--- config.mk ---
export PLATFORM = sky130hd
export DESIGN_NAME = multu_seq
export DESIGN_NICKNAME = d
export VERILOG_FILES = /design/src/rtl/multu_seq.sv
export SDC_FILE = /design/constraint.sdc
export NUM_CORES = 1
export LEC_CHECK = 0
export CORE_UTILIZATION = 35
export CTS_CLUSTER_SIZE = 12
export DETAILED_ROUTE_END_ITERATION = 12
export MAX_ROUTING_LAYER = met4
export PLACE_DENSITY = 0.57
export SYNTH_ARGS = -nofsm -noshare
export SYNTH_HDL_FRONTEND = slang
export SYNTH_SLANG_ARGS = --single-unit
--- constraint.sdc ---
create_clock -name clock -period 5.94 [get_ports clock]
set_input_delay 0.891 -clock clock [delete_from_list [all_inputs] [get_ports clock]]
set_output_delay 0.891 -clock clock [all_outputs]
set_load 0.05 [all_outputs]
--- src/rtl/multu_seq.sv ---
`default_nettype none
// ============================================================================
// multu_seq : iterative radix-2 shift-add unsigned 32x32->64 multiplier.
// Optional MULTU_EARLY_EXIT_EN ends the operation once no multiplier bits remain.
// Revision  : 1.0
// ============================================================================
module multu_seq (
  input  logic        clock,
  input  logic        reset,
  input  logic [31:0] multiplicand,
  input  logic [31:0] multiplier,
  input  logic        start,
  output logic [31:0] hi,
  output logic [31:0] lo,
  output logic        busy,
  output logic        done
);

  typedef enum logic {
    S_IDLE = 1'b0,
    S_RUN  = 1'b1
  } state_t;

  state_t      state, state_nx;
  logic        carry, carry_nx;
  logic [31:0] hi_nx, lo_nx;
  logic [31:0] mcand, mcand_nx;
  logic [4:0]  count, count_nx;
  logic        done_nx;
  logic [32:0] sum;
  logic [64:0] shifted;
`ifdef MULTU_EARLY_EXIT_EN
  logic [4:0]  remaining;
  logic [31:0] remaining_mask;
`endif

  assign busy = (state == S_RUN);

  always_comb begin
    state_nx = state;
    carry_nx = carry;
    hi_nx    = hi;
    lo_nx    = lo;
    mcand_nx = mcand;
    count_nx = count;
    done_nx  = 1'b0;
    sum      = {carry, hi} + (lo[0] ? {1'b0, mcand} : 33'd0);
    // lo doubles as the low product half and the unconsumed multiplier bits
    shifted  = {sum, lo} >> 1;
`ifdef MULTU_EARLY_EXIT_EN
    remaining      = 5'd31 - count;
    remaining_mask = (32'd1 << remaining) - 32'd1;
`endif

    if (start) begin
      carry_nx = 1'b0;
      hi_nx    = 32'd0;
      lo_nx    = multiplier;
      mcand_nx = multiplicand;
      count_nx = 5'd0;
      state_nx = S_RUN;
    end else if (state == S_RUN) begin
      {carry_nx, hi_nx, lo_nx} = shifted;
      count_nx = count + 5'd1;
      if (count == 5'd31) begin
        state_nx = S_IDLE;
        done_nx  = 1'b1;
      end
`ifdef MULTU_EARLY_EXIT_EN
      // No multiplier bits left: skip the remaining zero iterations in one shift.
      if ((shifted[31:0] & remaining_mask) == 32'd0) begin
        {hi_nx, lo_nx} = shifted[63:0] >> remaining;
        count_nx = 5'd0;
        state_nx = S_IDLE;
        done_nx  = 1'b1;
      end
`endif
    end
  end

  always_ff @(posedge clock or negedge reset) begin
    if (!reset) begin
      state <= S_IDLE;
      carry <= 1'b0;
      hi    <= 32'd0;
      lo    <= 32'd0;
      mcand <= 32'd0;
      count <= 5'd0;
      done  <= 1'b0;
    end else begin
      state <= state_nx;
      carry <= carry_nx;
      hi    <= hi_nx;
      lo    <= lo_nx;
      mcand <= mcand_nx;
      count <= count_nx;
      done  <= done_nx;
    end
  end

endmodule
`default_nettype wire
==> impl_results.md <==
* Most used DFF post-synth: dfrtp_1
* Worst min path class: flip-flop to flip-flop
* Post-Syn Area per Cell at 9.66 um^2
* Clock-pin slew on the worst setup and hold paths at 80 ps
* DP Area at between 7000 and 8000 um^2
* P&R area growth vs syn at 29.0%
* Vias/cell at between 5 and 6
* Status: finished, final reports clean
* PD cells at between 200 and 300 nW/um^2
* Worst setup SP type: flip-flop
* H-tree levels at 3
* Worst Setup Path Type: flip-flop to flip-flop
* Distinct cells, synth at 56
* Min cycle time layout at about 3600 ps
* Port Buffers at 132
* Async SR Flop Fraction at between 90% and 100%
* Drt drc at 0
* EDFF count, synth at 0
* Core area at between 15000 and 20000 um^2
* Syn_nets at approximately 740
* Final HPWL DP at 10800 um
* Synth Instances at about 640
* Data required, critical path at between 6000 and 7000 ps
* Most frequent cells in the layout: clkdlybuf4s50_1 (130), dfrtp_1 (102), nand2_1 (61)
* RSZ-0062 raised after global routing: false
* CTS Sinks at between 100 and 150
* Post-CTS resize count at 0
* Number of clock buffers inserted by TritonCTS at 9
* Largest net degree at the start of global routing at 74
* Most common cell after layout, fill and taps aside: clkdlybuf4s50_1
* Vias at about 5000
* Final setup fails at 0
* Antenna Nets Post-Route at 0
* Tcrit/Tclk final at between 60% and 70%
* Vias in the first global route at ~5200
* Setup Fix Bufs, Post-CTS at 0
* Initial core utilization at between 30% and 40%
* Tot Pwr at between 2 and 2.5 mW
* Die Y at approximately 130 um
* FP Rows at 48
* Die area at 18100 um^2
* Initial DRC count at ~180
* Floorplan die width at about 130 um
* Max_cap viols at 0
* Post-Syn Area at 6150 um^2
* Hold Violations, Final at 0
* FMAX at about 0.28 GHz
* Congestion Overflow GR at 0
* Worst-skew pair later-pin latency at 360 ps
* Final nets at ~850
* Root Buffer: clkbuf_16
* Slew Limit Fails at 0
* Post-route design area at roughly 7900 um^2
* DR pass1 iterations at 4
* Ant diodes at 0
* Max FO, Critical Path at 34
* Synth Warn # at 0
* Io pins at between 100 and 150
* DR WL/cell at between 15 and 20 um
* Clock skew at about 12 ps
* Max Root-Sink Buffers at 2
* Seq/Total Area, Yosys at around two fifths
* GPL Wtd Cong at 0.880
* Initial antenna violation count at 0
* Lkg Pwr at 3.78 nW
* Maximum vdd drop at between 0.15 and 0.2 mV
* CTS tree: done
* Routed WL at around 15000 um
* First-pass GRT wire length at 25700 um
* Gr usage total at 18.4%
* Post-CTS Hold Buffers at 0
* Share of cells above drive strength 1 at between 8 and 9%
* Final core occ at around 46%
* Worst Setup End Kind: flip-flop
* Max transition margin at between 30 and 40%
* Slew at the pin closest to its max-slew limit at 990 ps
* Arr. time, crit path at ~3800 ps
* Final Hold Slack at 500 ps
* FF+latch count, synth at 103
* Setup TNS at 0 ps
-- flip-flops by register name, summed over array words and instances, names as in the netlist --
signal / count
lo: 32
busy: 1
mcand: 32
hi: 32
count: 5
done: 1
-- stage by stage --
stage / std cells / worst slack [ps]
2_1_floorplan: 637 / 2970
3_3_place_gp: 960 / 2450
3_5_place_dp: 960 / 2350
4_1_cts: 975 / 2320
5_1_grt: 975 / 2000
6_report: 975 / 2360
-- where the power goes --
group	total (mW)	internal [mW]	switching, mW	leakage [nW]
clock	0.621	0.333	0.288	0.149
combinational	0.811	0.320	0.491	2.35
sequential	0.857	0.784	0.0731	1.28
total	2.29	1.44	0.852	3.78
-- final timing paths --
check                           from        end  slack (ps)  depth (start not counted)
setup / recovery               lo[0]     hi[25]        2360                         12
hold / removal             mcand[28]  mcand[28]         500                          1
setup reg to reg               lo[0]     hi[25]        2360                         12
hold reg to reg            mcand[28]  mcand[28]         500                          1
max in group asynchronous      reset  mcand[22]        4220                          2
min in group asynchronous      reset   mcand[2]         530                          1
-- critical path: stages (launching register included) --
cell       delay, ps
dfrtp_1          950
and2_1           230
ha_1             200
inv_1             70
fa_1             380
and2b_1          240
o211ai_1         140
a21o_1           260
o21ai_2          260
nand4_2          170
nand3_1          170
a2111oi_1        100
a221o_1          300
-- cell usage after synthesis, drive strengths merged (2+ instances only) --
library cell / count / area [um^2]
or3: 3 / 18.8
a21o: 14 / 105
o211ai: 3 / 22.5
nand2: 61 / 229
a221o: 2 / 20.0
and3: 7 / 43.8
nor2b: 4 / 25.0
o21ai: 61 / 309
a211oi: 3 / 27.5
a21oi: 37 / 196
nor4: 2 / 18.8
o21a: 9 / 67.6
and2: 35 / 219
nor2: 45 / 169
buf: 7 / 27.5
nor3: 8 / 40.0
a2111oi: 3 / 27.5
clkbuf: 30 / 113
nand4: 8 / 56.3
dfrtp: 103 / 2580
nand3: 11 / 55.1
o31ai: 2 / 15.0
xnor2: 11 / 96.3
mux2i: 48 / 480
a21boi: 3 / 22.5
a31oi: 4 / 25.0
inv: 10 / 37.5
xor2: 11 / 96.3
nor3b: 3 / 22.5
mux2: 33 / 375
ha: 34 / 425
nand2b: 6 / 37.5
o21bai: 3 / 22.5
-- metal layers --
metal | part of all wire (%) | routed length, um | global-route usage, % | vias to the layer above
li1 | - | - | - | 2467
met1 | 47 | 7110 | 23.2 | 2364
met2 | 47 | 7060 | 29.7 | 135
met3 | 5.8 | 879 | 4.58 | 13
met4 | 0.75 | 114 | 3.87 | 0
met5 | 0 | 0 | - | -
-- layout make-up --
class	count	area [um^2]
Clock inverter	6	76.3
Clock buffer	9	225
Fill cell	1637	9300
Sequential cell	103	2580
Multi-Input combinational cell	487	3400
Inverter	10	37.5
Timing Repair Buffer	135	1340
Tap cell	225	282
-- cell families after synthesis --
| family | share of synthesized area, % |
|---|---|
| simple gates | 15.6 |
| compound gates | 15.4 |
| flops | 41.9 |
| mux | 13.9 |
| buf+inv | 2.89 |
| fa+ha+maj | 7.24 |
| xor+xnor | 3.13 |
Note: power is estimated with default switching activity, not from simulation.
